**config.mk**
```make
export PLATFORM = sky130hd
export DESIGN_NAME = period_meter
export DESIGN_NICKNAME = d
export VERILOG_FILES = /design/src/rtl/period_meter_pkg.sv /design/src/rtl/sync_edge_detect.sv /design/src/rtl/period_meter.sv
export SDC_FILE = /design/constraint.sdc
export NUM_CORES = 1
export LEC_CHECK = 0
export CAP_MARGIN = 20
export CORE_ASPECT_RATIO = 1.4
export CORE_UTILIZATION = 30
export DETAILED_ROUTE_END_ITERATION = 7
export GPL_TIMING_DRIVEN = 0
export PLACE_DENSITY_LB_ADDON = 0.2
export RECOVER_POWER = 50
export SKIP_LAST_GASP = 1
export SYNTH_ARGS = -nofsm -noshare
export SYNTH_HDL_FRONTEND = slang
export SYNTH_HIERARCHICAL = 1
export SYNTH_SLANG_ARGS = --single-unit
```
**constraint.sdc**
```tcl
create_clock -name CLOCK -period 2.4 [get_ports CLOCK]
set_input_delay 0.36 -clock CLOCK [delete_from_list [all_inputs] [get_ports CLOCK]]
set_output_delay 0.36 -clock CLOCK [all_outputs]
set_load 0.02 [all_outputs]
```
**src/rtl/period_meter_pkg.sv**
```systemverilog
// Shared types and defaults for the period_meter block.
package period_meter_pkg;

    typedef enum logic {
        WAIT_FIRST = 1'b0,
        MEASURE    = 1'b1
    } state_e;

    localparam int unsigned DEF_CNT_W       = 26;
    localparam int unsigned DEF_SYNC_STAGES = 2;

endpackage

```
**src/rtl/sync_edge_detect.sv**
```systemverilog
// Multi-flop synchroniser for an asynchronous level with rise/fall detection
// against a history flop; reusable by any async-input block (STAGES >= 2).
module sync_edge_detect
    import period_meter_pkg::*;
#(
    parameter int unsigned STAGES = DEF_SYNC_STAGES
) (
    input  logic CLOCK,
    input  logic RESET,
    input  logic ASYNC_IN,
    output logic LEVEL,
    output logic RISE,
    output logic FALL
);

    logic [STAGES-1:0] sync_q;
    logic              hist_q;

    always_ff @(posedge CLOCK or posedge RESET) begin
        if (RESET) begin
            sync_q <= '0;
            hist_q <= 1'b0;
        end else begin
            sync_q <= {sync_q[STAGES-2:0], ASYNC_IN};
            hist_q <= sync_q[STAGES-1];
        end
    end

    assign LEVEL = sync_q[STAGES-1];
    assign RISE  = sync_q[STAGES-1] & ~hist_q;
    assign FALL  = ~sync_q[STAGES-1] & hist_q;

endmodule

```
**src/rtl/period_meter.sv**
```systemverilog
// Measures the period of a slow async square wave in CLOCK cycles, strobing each result.
// Optional HIGH_TIME output is built when PERIOD_METER_HIGHTIME_EN is defined.
module period_meter
    import period_meter_pkg::*;
#(
    parameter int unsigned CNT_W       = DEF_CNT_W,
    parameter int unsigned SYNC_STAGES = DEF_SYNC_STAGES
) (
    input  logic             CLOCK,
    input  logic             RESET,
    input  logic             ENABLE,
    input  logic             SIG_IN,
    output logic [CNT_W-1:0] PERIOD,
    output logic             PERIOD_VALID,
    output logic             OVERFLOW
`ifdef PERIOD_METER_HIGHTIME_EN
    ,
    output logic [CNT_W-1:0] HIGH_TIME
`endif
);

    localparam logic [CNT_W-1:0] CNT_MAX = '1;
    localparam logic [CNT_W-1:0] CNT_ONE = CNT_W'(1);

    logic sig_level;
    logic rise;
    logic fall;

    sync_edge_detect #(
        .STAGES (SYNC_STAGES)
    ) u_sync (
        .CLOCK    (CLOCK),
        .RESET    (RESET),
        .ASYNC_IN (SIG_IN),
        .LEVEL    (sig_level),
        .RISE     (rise),
        .FALL     (fall)
    );

    state_e           state_q;
    logic [CNT_W-1:0] cnt_q;
    logic [CNT_W-1:0] cnt_d;
    logic             sat_q;
    logic             sat_d;

    // Saturating increment: the count pins at all-ones and flags the interval as overflowed.
    always_comb begin
        cnt_d = cnt_q;
        if (cnt_q != CNT_MAX) begin
            cnt_d = cnt_q + 1'b1;
        end
        sat_d = sat_q | (cnt_d == CNT_MAX);
    end

    always_ff @(posedge CLOCK or posedge RESET) begin
        if (RESET) begin
            state_q      <= WAIT_FIRST;
            cnt_q        <= '0;
            sat_q        <= 1'b0;
            PERIOD       <= '0;
            PERIOD_VALID <= 1'b0;
            OVERFLOW     <= 1'b0;
        end else begin
            PERIOD_VALID <= 1'b0;
            if (!ENABLE) begin
                state_q <= WAIT_FIRST;
                cnt_q   <= '0;
                sat_q   <= 1'b0;
            end else begin
                case (state_q)
                    WAIT_FIRST: begin
                        if (rise) begin
                            state_q <= MEASURE;
                            cnt_q   <= CNT_ONE;
                            sat_q   <= 1'b0;
                        end
                    end
                    MEASURE: begin
                        if (rise) begin
                            PERIOD       <= cnt_q;
                            OVERFLOW     <= sat_q;
                            PERIOD_VALID <= 1'b1;
                            cnt_q        <= CNT_ONE;
                            sat_q        <= 1'b0;
                        end else begin
                            cnt_q <= cnt_d;
                            sat_q <= sat_d;
                        end
                    end
                    default: begin
                        state_q <= WAIT_FIRST;
                    end
                endcase
            end
        end
    end

`ifdef PERIOD_METER_HIGHTIME_EN
    logic [CNT_W-1:0] hi_shadow_q;
    logic             fall_seen_q;
    logic             unused_sync;

    assign unused_sync = sig_level;

    // The period counter restarts at each rise, so its value at the fall is already the
    // (saturated) high time; it serves as the high-time counter.
    always_ff @(posedge CLOCK or posedge RESET) begin
        if (RESET) begin
            HIGH_TIME   <= '0;
            hi_shadow_q <= '0;
            fall_seen_q <= 1'b0;
        end else if (!ENABLE) begin
            fall_seen_q <= 1'b0;
        end else if (state_q == MEASURE) begin
            if (rise) begin
                HIGH_TIME   <= fall_seen_q ? hi_shadow_q : cnt_q;
                fall_seen_q <= 1'b0;
            end else if (fall) begin
                hi_shadow_q <= cnt_q;
                fall_seen_q <= 1'b1;
            end
        end
    end
`else
    logic unused_sync;

    assign unused_sync = ^{sig_level, fall};
`endif

endmodule

```
# == After elaboration in Yosys (flattened, before gate mapping) ==
# Cells that the tools add are included.
# word_totals
reg_bits,59
output_inout_bits,28
inputBits,4
word_cells,31
# op_classes
muxes,14
eq_ne,3
reduce_logical,1
n_bitwise,4
add_sub_neg,1
# op_table
op,count
$mux W26,4
$pmux W26 S2,1
$add A26 B1 Y26 const B,1
$eq A26 B26 Y1 const B,1
$ne A26 B26 Y1 const B,1
$mux W1,8
$ne A3 B3 Y1 const B,1
$reduce_and A3 Y1,1
$not A1 Y1,2
$pmux W1 S2,1
$and A1 B1 Y1,1
$or A1 B1 Y1,1

# == Depth between registers and ports, before layout ==
# Gate-level depths: netlist (run 1).
# logic_depth
depth_word,7
ltp_mapped,10
depth_no_buf,8

# == By module ==
# Netlist (run 1), hierarchy kept.
# modules_own_cells
mod,cells_per_inst,area_per_inst_um2,seq_area_each_um2,n_inst
period_meter,320,3141.8,1401.3,1
sync_edge_detect,6,93.8,75.1,1

# == Worst setup path before layout (run 1) ==
# Ideal clock, no wire load.
# synth_path
path_type,register to register
from,register cnt_q[0]
to,register sat_q
setup_time_ns,0.080
arrival_time_ns,2.120
path_stages_with_launch,9
path_slack_ns,0.199
required_ns,2.320
path_cell_list,dfrtp_1 > ha_1 > clkbuf_1 > nand2_1 > nor4_1 > o2bb2ai_1 > nor3_1 > or4_1 > o22ai_2
# synth_between
elab_chain_len,7
# synth_rtl
element,line,source
"start, declared",period_meter.sv:41,logic [CNT_W-1:0] cnt_q;
"start signal, assigned",period_meter.sv:86,cnt_q <= cnt_d;
$add A26 B1 Y26 / $ne A26 B26 Y1 (equally long branches),"period_meter.sv:50, period_meter.sv:49",
$mux W26 *,period_meter.sv:49,if (cnt_q != CNT_MAX) begin
$eq A26 B26 Y1 *,period_meter.sv:52,sat_d = sat_q | (cnt_d == CNT_MAX);
$or A1 B1 Y1 *,period_meter.sv:52,
$mux W1 *,period_meter.sv:79,if (rise) begin
$pmux W1 S2 *,period_meter.sv:70,case (state_q)
$mux W1 *,period_meter.sv:65,if (!ENABLE) begin
"end signal, assigned",period_meter.sv:87,sat_q <= sat_d;
"end, declared",period_meter.sv:43,logic sat_q;
# Every way passes the cells marked *; elsewhere a longest branch is shown, timed or not.
# A chain may end at the register's enable or synchronous reset.

# == Final worst setup path (run 1) ==
# Ends and elaborated chain as after synthesis.

==> flow_metrics.env, run 1 <==
export IMPL_layout_commonest_cell="dfrtp_1"
export IMPL_critical_path_class="flip-flop to flip-flop"
export IMPL_crit_path_start_kind="flip-flop"
export IMPL_combinationalPowerShare=0.044
export IMPL_ir_worst_vdd_mv=0.357
export IMPL_final_cell_mix="53 x dfrtp_1, 33 x nand2_1, 32 x nor2_1"
export IMPL_internal_power_mw=1.87
export IMPL_cp_max_fo=10
export IMPL_rsz0062_at_grt="yes"
export IMPL_cts_root_buf="clkbuf_16"
export IMPL_period_share=0.993
export IMPL_path_depth=8
export IMPL_grt_ovfl_total=0
export IMPL_worst_r2r_path_depth=8
export IMPL_dieHeight_um=125
export IMPL_viasPerCell=4.94
export IMPL_die_w_um=89.7
export IMPL_num_rows=44
export IMPL_fmax_mhz=419
export IMPL_syn_cell_area_mm2=0.00323
export IMPL_ys_warn_count=6
export IMPL_post_route_cells_drive_above_1_share=0.269
export IMPL_dp_slack_ps=-251
export IMPL_dr_pass1_iters=4
export IMPL_nets=387
export IMPL_grt_max_degree=30
export IMPL_hold_violations=0
export IMPL_p_switching_uw=505
export IMPL_p_clk_frac=0.530
export IMPL_grtUsageTotal=0.158
export IMPL_clock_latency_ps=330
export IMPL_first_global_vias=2514
export IMPL_cpPeakStageDelay_ps=490
export IMPL_drv_cap=0
export IMPL_synthCells=325
export IMPL_worst_slew_pin_slew_ps=1120
export IMPL_finalSetupViolCount=0
export IMPL_port_buffers=31
export IMPL_start_util=0.310
export IMPL_drt_iter0_drc=122
export IMPL_worst_slack_ps=15.8
export IMPL_cpMaxStageDelayCell="or4_4"
export IMPL_worstPathArrival_ps=2630
export IMPL_drc_errors=0
export IMPL_total_power_mw=2.38
export IMPL_syn_mean_instance_area_um2=9.93
export IMPL_critical_path_top_delay_family="simple AND/OR/NAND/NOR gates"
export IMPL_multi_input_area_mm2=0.00169
export IMPL_fillCellCount=1031
export IMPL_clock_path_buffers=2
export IMPL_p_leak_nw=1.88
export IMPL_slew_headroom=0.251
export IMPL_antenna_found_initial=0
export IMPL_hold_buffers=0
export IMPL_place_hpwl_um=5620
export IMPL_path_buf_inv=1
export IMPL_num_vias=2592
export IMPL_num_antenna_cells=0
export IMPL_ios=32
export IMPL_die_area_mm2=0.0112
export IMPL_antenna_left=0
export IMPL_hp_class="primary input to asynchronous set/reset pin"
export IMPL_clk_pin_slew_ps=50
export IMPL_path_cells="clkbuf_4, and4_1, nand4_1, nor2_2, nor4b_2, nor3_1, or4_4, o22ai_2"
export IMPL_cp_required_ps=2650
export IMPL_register_area_mm2=0.00148
export IMPL_core_mm2=0.0104
export IMPL_syn_nets=330
export IMPL_layout_min_cycle_time_ps=2380
export IMPL_cts_tree="done"
export IMPL_clock_skew_ps=7.73
export IMPL_drt_wirelength_per_cell_um=15.6
export IMPL_slew_violations=0
export IMPL_cp_end_kind="flip-flop"
export IMPL_gp_congestion=0.844
export IMPL_cts_htree_levels=3
export IMPL_area_growth_synth_to_final_pct=32.6
export IMPL_sw_frac_of_total=0.212
export IMPL_p_seq_frac=0.426
export IMPL_grt_pass1_wl_um=13200
export IMPL_clock_sinks=59
export IMPL_status="finished, final reports clean"
export IMPL_numCtsBuffers=9
export IMPL_wl_um=8200
export IMPL_p_per_area_mw_per_mm2=556
final timing paths:
| kind | start | endpoint | slack (ps) |
|---|---|---|---|
| worst min-delay path | RESET | u_sync/hist_q | 350 |
| worst max-delay path | cnt_q[0] | sat_q | 20 |
| max in group asynchronous | RESET | cnt_q[22] | 860 |
| worst min register to register | u_sync/sync_q[0] | u_sync/sync_q[1] | 350 |
| worst max register to register | cnt_q[0] | sat_q | 20 |
| min in group CLOCK | u_sync/sync_q[0] | u_sync/sync_q[1] | 350 |
metal layers:
| layer | track usage | vias to the layer above | routed length (um) | share of wire |
|---|---|---|---|---|
| met5 | 0 | - | 0 | 0 |
| li1 | - | 1261 | - | - |
| met1 | 0.204 | 1271 | 3480 | 0.42 |
| met4 | 0.0616 | 0 | 108 | 0.013 |
| met3 | 0.0391 | 11 | 267 | 0.033 |
| met2 | 0.249 | 49 | 4340 | 0.53 |
power groups by stage:
stage | clock (mW) | sequential (mW) | combinational (mW)
floorplan | 0 | 1.04 | 0.0555
global placement | 0 | 1.03 | 0.0997
detailed placement | 0 | 1.03 | 0.105
CTS | 1.30 | 1.01 | 0.106
global route | 1.34 | 1.01 | 0.118
finish | 1.26 | 1.01 | 0.104
worst reg2reg max path, delay by kind of cell, from the launching register on:
| kind | cells | cell delay, ps |
|---|---|---|
| flip-flops | 1 | 400 |
| buffers and inverters | 1 | 230 |
| AND/OR/NAND/NOR | 6 | 1580 |
| AO/OA/AOI/OAI | 1 | 100 |
layout make-up:
class | count | share of cell area
Multi-Input combinational cell | 231 | 0.395
Buffer | 24 | 0.0366
Sequential cell | 59 | 0.347
Tap cell | 138 | 0.0404
Clock inverter | 2 | 0.00819
Inverter | 9 | 0.00790
Timing Repair Buffer | 48 | 0.105
Clock buffer | 14 | 0.0594
registers in the layout, summed over array words and instances, names as in the netlist:
signal / cells
u_sync/sync_q: 2
sat_q: 1
PERIOD_VALID: 1
cnt_q: 26
state_q: 1
PERIOD: 26
u_sync/hist_q: 1
OVERFLOW: 1
what timing repair did:
action | in CTS | in global routing
endpoints found under the setup margin | 12 | 12
cloned | 0 | 1
pin swaps | 4 | 14
gates resized for setup | 11 | 44
buffers inserted | 1 | 14
stage by stage:
step	std cells	cell area [um2]	setup TNS [ps]	hold slack, ps	util
after floorplan	325	3230	0	114	-
after global placement	494	3710	-31120	335	0.357
after detailed placement	495	3730	-1110	338	0.358
after CTS	511	4070	-123	229	0.391
after global routing	525	4280	-90.4	358	0.411
final	525	4280	0	348	0.411
(Power assumes the default switching activity.)
==> run 2, diff against run 1 <==
--- a/config.mk
+++ b/config.mk
@@ -12,6 +12,7 @@
 export GPL_TIMING_DRIVEN = 0
 export PLACE_DENSITY_LB_ADDON = 0.2
 export RECOVER_POWER = 50
+export SKIP_CTS_REPAIR_TIMING = 1
 export SKIP_LAST_GASP = 1
 export SYNTH_ARGS = -nofsm -noshare
 export SYNTH_HDL_FRONTEND = slang
==> run 2 against run 1 <==
Net effect:
- sequential power barely moved
- core utilization about the same
- routed wire length decreased by 1.1%
- die area unchanged
- non-clock buffer count increased by 1
- hold slack about the same
- via count increased by 0.66%
- register-to-register slack about the same
- critical path type unchanged
- first-iteration DRC count decreased by 6.6%
- critical path depth rose by 1
- clock-buffer cell count is the same
==> flow_metrics.env, run 2 (same netlist as run 1, synthesis figures left out) <==
export IMPL_viasPerCell=4.96
export IMPL_dp_slack_ps=-251
export IMPL_num_antenna_cells=0
export IMPL_fin_worst_hold_slack_ps=348
export IMPL_fin_cells=526
export IMPL_fin_area_mm2=0.00427
export IMPL_dpl_cell_count=495
export IMPL_slew_headroom=0.291
export IMPL_worst_slew_pin_slew_ps=1060
export IMPL_postPlaceCellArea_mm2=0.00373
export IMPL_layout_min_cycle_time_ps=2390
export IMPL_gr_max_usage_layer="met2"
export IMPL_reg2reg_slack_ps=5
export IMPL_antenna_left=0
export IMPL_slew_violations=0
export IMPL_worstPathArrival_ps=2640
export IMPL_port_buffers=31
export IMPL_fillCellCount=1043
export IMPL_status="finished, final reports clean"
export IMPL_ios=32
export IMPL_numCtsBuffers=9
export IMPL_grt_ovfl_total=0
export IMPL_period_share=0.998
export IMPL_critPathCapture="sat_q"
export IMPL_startpoint="cnt_q[2]"
export IMPL_hold_violations=0
export IMPL_largestRegisters="PERIOD x26, cnt_q x26, u_sync/sync_q x2"
export IMPL_antenna_found_initial=0
export IMPL_clock_sinks=59
export IMPL_start_util=0.310
export IMPL_cts_root_buf="clkbuf_16"
export IMPL_grtUsageMet3=0.0378
export IMPL_finalSetupViolCount=0
export IMPL_fmax_mhz=418
export IMPL_clock_latency_ps=330
export IMPL_met2_usage=0.254
export IMPL_drc_errors=0
export IMPL_clock_skew_ps=5.04
export IMPL_num_vias=2609
export IMPL_grtUsageTotal=0.157
export IMPL_nets=388
export IMPL_p_per_area_mw_per_mm2=556
export IMPL_crit_reg2reg_capture="sat_q"
export IMPL_hp_class="primary input to asynchronous set/reset pin"
export IMPL_timing_rr_start="cnt_q[2]"
export IMPL_post_route_cells_drive_above_1_share=0.265
export IMPL_num_rows=44
export IMPL_layout_commonest_cell="dfrtp_1"
export IMPL_core_mm2=0.0104
export IMPL_final_cell_mix="52 x dfrtp_1, 32 x nand2_1, 32 x nor2_1"
export IMPL_dr_pass1_iters=5
export IMPL_cts_tree="done"
export IMPL_die_area_mm2=0.0112
export IMPL_worst_slack_ps=5.32
export IMPL_grt_met1_usage=0.199
export IMPL_p_leak_nw=1.89
export IMPL_dieHeight_um=125
export IMPL_cp_max_fo=9
export IMPL_rsz0062_at_grt="yes"
export IMPL_total_power_mw=2.38
export IMPL_gp_congestion=0.844
export IMPL_clock_path_buffers=2
export IMPL_place_hpwl_um=5620
export IMPL_grt_max_degree=30
export IMPL_drt_iter0_drc=114
export IMPL_worst_r2r_path_depth=9
export IMPL_cts_htree_levels=3
export IMPL_grt_pass1_wl_um=13100
export IMPL_first_global_vias=2523
export IMPL_clk_pin_slew_ps=50
export IMPL_crit_path_start_kind="flip-flop"
export IMPL_area_growth_synth_to_final_pct=32.4
export IMPL_drv_cap=0
export IMPL_die_w_um=89.7
export IMPL_critical_path_class="flip-flop to flip-flop"
export IMPL_wl_um=8100
export IMPL_cp_required_ps=2650
export IMPL_drt_wirelength_per_cell_um=15.4
export IMPL_cp_end_kind="flip-flop"
export IMPL_ir_worst_vdd_mv=0.353
## run 2: through the flow
| stage | utilization | setup TNS, ps |
|---|---|---|
| floorplan | - | 0 |
| global placement | 0.357 | -31120 |
| detailed placement | 0.358 | -1110 |
| CTS | 0.386 | -1410 |
| global route | 0.411 | -313 |
| finish | 0.411 | 0 |
## run 2: layout make-up
cell class,count,area (um2),share of cell area
multi-input combinational,231,1690,0.396
sequential,59,1490,0.348
timing repair buffer,48,435,0.102
clock buffer,14,254,0.0594
tap,138,173,0.0404
buffer,25,164,0.0384
clock inverter,2,35.0,0.00820
inverter,9,33.8,0.00791
## run 2: power by group
group          switching (mW)  internal [mW]  leakage, nW  total, mW
Clock                   0.430          0.830        0.141       1.26
Combinational          0.0676         0.0338        0.944      0.101
Sequential            0.00646           1.01        0.803       1.01
Total                   0.504           1.87         1.89       2.38
## run 2: worst min path at each step
| stage | startpoint | end | slack, ps |
|---|---|---|---|
| 6_report | RESET | u_sync/hist_q | 350 |
| 5_1_grt | u_sync/sync_q[0] | u_sync/sync_q[1] | 360 |
| 4_1_cts | RESET | u_sync/hist_q | 230 |
| 3_5_place_dp | u_sync/sync_q[0] | u_sync/sync_q[1] | 340 |
| 3_3_place_gp | u_sync/sync_q[0] | u_sync/sync_q[1] | 330 |
| 2_1_floorplan | RESET | u_sync/hist_q | 110 |
## run 2: critical path, cell delays in order (launching register included)
cell,delay (ps)
dfrtp_1,320
clkbuf_4,190
and4_1,190
buf_4,160
nand4_1,270
nor2_2,200
nor4b_1,280
nor3_1,100
or4_4,500
o22ai_2,100
## run 2: metal layers
| layer | part of all wire | up-vias |
|---|---|---|
| met4 | 0.020 | 0 |
| met3 | 0.029 | 13 |
| met5 | 0 | - |
| li1 | - | 1266 |
| met2 | 0.51 | 48 |
| met1 | 0.44 | 1282 |
==> run 3, diff against run 2 <==
--- a/config.mk
+++ b/config.mk
@@ -14,6 +14,7 @@
 export RECOVER_POWER = 50
 export SKIP_CTS_REPAIR_TIMING = 1
 export SKIP_LAST_GASP = 1
+export SLEW_MARGIN = 0
 export SYNTH_ARGS = -nofsm -noshare
 export SYNTH_HDL_FRONTEND = slang
 export SYNTH_HIERARCHICAL = 1
==> results of run 3 <==
The final DEF is identical to that of run 2; final timing and power are the same.
==> patch 1, RTL diff (config.mk and constraints of run 3) <==
Add a define of `PERIOD_METER_HIGHTIME_EN`.
--- a/src/rtl/period_meter.sv
+++ b/src/rtl/period_meter.sv
@@ -1,4 +1,6 @@
 // Measures the period of a slow async square wave in CLOCK cycles, strobing each result.
 // Optional HIGH_TIME output is built when PERIOD_METER_HIGHTIME_EN is defined.
+`define PERIOD_METER_HIGHTIME_EN
+
 module period_meter
     import period_meter_pkg::*;
Function (old outputs only; new: HIGH_TIME): kept (Yosys induction, for registers that start in step).
==> patch 1 against run 3 <==
- first-iteration DRC count rose by 9.6%
- critical path depth is 1 lower
- power grew 52%
- sequential cell count grew 53
- worst setup slack gained 0.14 ns
- wire length increased by 56%
- synthesized area up 70%
- cell area rose by 57%
- critical path type unchanged
- critical endpoint unchanged
- largest cell class is now flip-flops and latches
==> patch 1: results (changes against run 3) <==
INFO  final_layout   final_cell_count_no_fill=813 [+55%]
INFO  pwr            powerComb=163uW [+61%]
INFO  final_layout   layout-drive-gt1-share=19.7% [-6.8 points]
INFO  critical_path  slowest_stage=sky130_fd_sc_hd__dfrtp_2
INFO  final_layout   fillerInstances=1809 [+73%]
INFO  final_layout   nFlopsAndLatches=112 [+90%]
INFO  critical_path  critPathArrivalTime=2.53ns [-0.11 ns]
INFO  place          gp_congestion=0.855 [+1.3%]
INFO  sta            clock_skew=0.00876ns [+0.00372 ns]
INFO  place          place.port_buffers=57 [+84%]
INFO  floorplan      die_area=18800squm [+68%]
INFO  sta            tightest_slew=1.37ns [+0.307 ns]
INFO  final_layout   multi_input_cells=337 [+46%]
INFO  final_layout   final.signal_inverter_count=5 [-4]
INFO  final_layout   multi_input_area=2440squm [+44%]
INFO  place          placedCellCount=794 [+60%]
INFO  grt            grt_max_degree=43 [+43%]
INFO  routing        drt_pre_antenna_iters=4 [-1]
INFO  routing        vias_per_cell=4.78 [-3.6%]
INFO  pwr            total_clock_network_power=1530uW [+21%]
INFO  routing        routed-wl-met2=6520microns [+56%]
INFO  outcome        outcome=finished clean
INFO  pwr            cell_pwr_density=537nW/um^2 [-3.4%]
INFO  grt            grt_util_met3=2.16% [-1.6 points]
INFO  place          post_dp_cell_area=6400squm [+72%]
INFO  routing        detailedRoute.firstIterationViolations=125 [+9.6%]
INFO  grt            grt.met2_usage=25.0% [-0.44 points]
INFO  logic_synthesis post_synth.cell_area_avg=11.1squm [+12%]
INFO  critical_path  timing.rr.start=cnt_q[0]$_DFFE_PP0P_
INFO  final_layout   nonClkBufAreaFrac=12.8% [-1.2 points]
==> patch 1: worst max-delay path by stage <==
stage / slack [ns] / from / to
global route: 0.0002 / cnt_q[0]$_DFFE_PP0P_ / sat_q$_DFFE_PP0P_
floorplan: 0.44 / cnt_q[0]$_DFFE_PP0P_ / sat_q$_DFFE_PP0P_
finish: 0.15 / cnt_q[0]$_DFFE_PP0P_ / sat_q$_DFFE_PP0P_
global placement: -0.38 / RESET / HIGH_TIME[14]$_DFFE_PP0P_
detailed placement: -0.17 / ENABLE / hi_shadow_q[22]$_DFFE_PP0P_
CTS: -0.12 / cnt_q[0]$_DFFE_PP0P_ / cnt_q[5]$_DFFE_PP0P_
==> patch 1: kinds of logic after synthesis <==
| group | count (synthesis) |
|---|---|
| AOI/OAI and AO/OA | 65 |
| xor gates and xnor gates | 25 |
| buffers and inverters | 46 |
| muxes | 81 |
| DFF | 112 |
| adders and majority gates | 1 |
| and+or+nand+nor | 165 |
==> patch 2, RTL diff (flow settings as in run 3) <==
Without the edit above. Register the output `PERIOD` once more, with the module's reset; this adds one clock of latency there. The other outputs are not delayed to match.
--- a/src/rtl/period_meter.sv
+++ b/src/rtl/period_meter.sv
@@ -22,4 +22,6 @@
     localparam logic [CNT_W-1:0] CNT_MAX = '1;
     localparam logic [CNT_W-1:0] CNT_ONE = CNT_W'(1);
+
+    logic [CNT_W-1:0] PERIOD_s0;
 
     logic sig_level;
@@ -58,5 +60,5 @@
             cnt_q        <= '0;
             sat_q        <= 1'b0;
-            PERIOD       <= '0;
+            PERIOD_s0    <= '0;
             PERIOD_VALID <= 1'b0;
             OVERFLOW     <= 1'b0;
@@ -78,5 +80,5 @@
                     MEASURE: begin
                         if (rise) begin
-                            PERIOD       <= cnt_q;
+                            PERIOD_s0    <= cnt_q;
                             OVERFLOW     <= sat_q;
                             PERIOD_VALID <= 1'b1;
@@ -128,4 +130,12 @@
 `endif
 
+    always_ff @(posedge CLOCK or posedge RESET) begin
+        if (RESET) begin
+            PERIOD <= '0;
+        end else begin
+            PERIOD <= PERIOD_s0;
+        end
+    end
+
 endmodule
 
Function: changed (Yosys sat finds a counterexample within 10 cycles, from zero or initial values and one cycle with RESET high).
==> patch 2 against run 3 <==
- global-route usage shrank 0.33 points
- first-iteration DRC count shrank 21%
- worst setup slack improved by 0.022 ns
- cell area is 6.8% higher
- final cell count shrank 1.7%
- non-clock buffer count decreased by 18
- sequential cell count rose by 26
- die area is 12% higher
- synthesized area is 13% higher
- power increased by 25%
- via count shrank 1.0%
- wire length increased by 7.0%
- worst hold slack better by 0.0098 ns
- critical path type unchanged
- highest routed layer unchanged
==> patch 2: results (changes against run 3) <==
INFO  grt            antenna_found_initial=0 [unchanged]
INFO  critical_path  critPathArrivalTime=2.59ns [-0.05 ns]
INFO  final_layout   nNetsFinal=370 [-4.6%]
INFO  min_path       timing.hold.worst.class=flop to flop
INFO  cts            cts.root.buffer_cell=sky130_fd_sc_hd__clkbuf_16
INFO  cts            worst_skew_pair.late_latency=0.34ns
INFO  cts            clk_transition_reported_paths=0.06ns
INFO  cts            cts_inserted_buffers=9 [unchanged]
INFO  grt            grt_util_met3=3.63% [-0.14 points]
INFO  pwr            p_leak=0.00196uW [+3.8%]
INFO  grt            grt_max_degree=44 [+47%]
INFO  cts            clock_tree_buf_depth=2 [unchanged]
INFO  place          placedCellCount=495 [unchanged]
INFO  grt            grt_pass1_vias=2642 [+4.7%]
INFO  routing        drt-total-wl=8670microns [+7.0%]
INFO  pwr            clock_power_share=47.0% [-6.1 points]
INFO  place          dp.final_hpwl=6220microns [+11%]
INFO  grt            globalRouteMet1Util=18.3% [-1.6 points]
INFO  place          post_dp_cell_area=4160squm [+11%]
INFO  grt            grt.met2_usage=25.0% [-0.40 points]
INFO  final_layout   layout-drive-gt1-share=19.2% [-7.4 points]
INFO  routing        met1Wirelength=3610microns [+2.0%]
INFO  grt            gr-usage-all-layers=15.4% [-0.33 points]
INFO  routing        detailedRoute.firstIterationViolations=90 [-21%]
INFO  routing        maxUsedRoutingLayer=met4
INFO  routing        routed-wl-met2=4550microns [+9.1%]
INFO  logic_synthesis netlist_instances=316 [-2.8%]
INFO  place          place.port_buffers=31 [unchanged]
INFO  cts            h-tree-depth=3 [unchanged]
INFO  pwr            powerComb=120uW [+19%]
INFO  place          gp_congestion=0.837 [-0.88%]
INFO  grt            grt_pass1_wl=14300microns [+8.6%]
INFO  pwr            power.share.switching=21.9% [+0.63 points]
INFO  routing        vias=2583 [-1.0%]
INFO  sta            tightest_slew=0.856ns [-0.205 ns]
INFO  final_layout   num_antenna_cells=0 [unchanged]
INFO  routing        detailroute.wirelength.met3=296microns [+28%]
INFO  logic_synthesis yosysWarnings=6 [unchanged]
INFO  critical_path  cp_max_fo=10 [+1]
INFO  place          pre_cts_setup_slack=-0.374ns [-0.123 ns]
INFO  sta            clock_skew=0.00543ns [+0.000395 ns]
INFO  routing        vias_per_cell=5.00 [+0.73%]
INFO  routing        drt_pre_antenna_iters=4 [-1]
INFO  pwr            worst_ir_drop_vdd=0.274mV [-22%]
INFO  pwr            post-layout-total-power=2980uW [+25%]
INFO  outcome        outcome=finished clean
INFO  final_layout   largest_registers=PERIOD: 26 flops, PERIOD_s0: 26 flops, cnt_q: 26 flops
-- patch 2: path summary, 6_finish.rpt --
| kind | start | endpoint | slack [ns] | cells after the start |
|---|---|---|---|---|
| min in group asynchronous | RESET | u_sync/sync_q[0]$_DFF_PP0_ | 0.39 | 2 |
| min reg2reg | u_sync/sync_q[0]$_DFF_PP0_ | u_sync/sync_q[1]$_DFF_PP0_ | 0.36 | 0 |
| max in group asynchronous | RESET | cnt_q[12]$_DFFE_PP0P_ | 0.63 | 3 |
| min | u_sync/sync_q[0]$_DFF_PP0_ | u_sync/sync_q[1]$_DFF_PP0_ | 0.36 | 0 |
| max | cnt_q[0]$_DFFE_PP0P_ | sat_q$_DFFE_PP0P_ | 0.03 | 8 |
| max reg2reg | cnt_q[0]$_DFFE_PP0P_ | sat_q$_DFFE_PP0P_ | 0.03 | 8 |
-- patch 2: final cells by class --
type | count | area, sq um
buffer | 15 | 71.3
clock buffer | 11 | 243
clock inverter | 5 | 60.1
fill | 1158 | 7260
inverter | 8 | 33.8
multi-input combinational | 206 | 1450
sequential | 85 | 2130
tap | 147 | 184
timing repair buffer | 40 | 390
-- patch 2: worst max-delay path, stage by stage (launching register included) --
cell	delay [ns]
sky130_fd_sc_hd__dfrtp_1	0.42
sky130_fd_sc_hd__ha_4	0.21
sky130_fd_sc_hd__nand4_4	0.22
sky130_fd_sc_hd__or4_4	0.61
sky130_fd_sc_hd__o21ai_2	0.16
sky130_fd_sc_hd__nor3_1	0.07
sky130_fd_sc_hd__xnor2_1	0.19
sky130_fd_sc_hd__a221oi_1	0.08
sky130_fd_sc_hd__a2bb2o_1	0.29
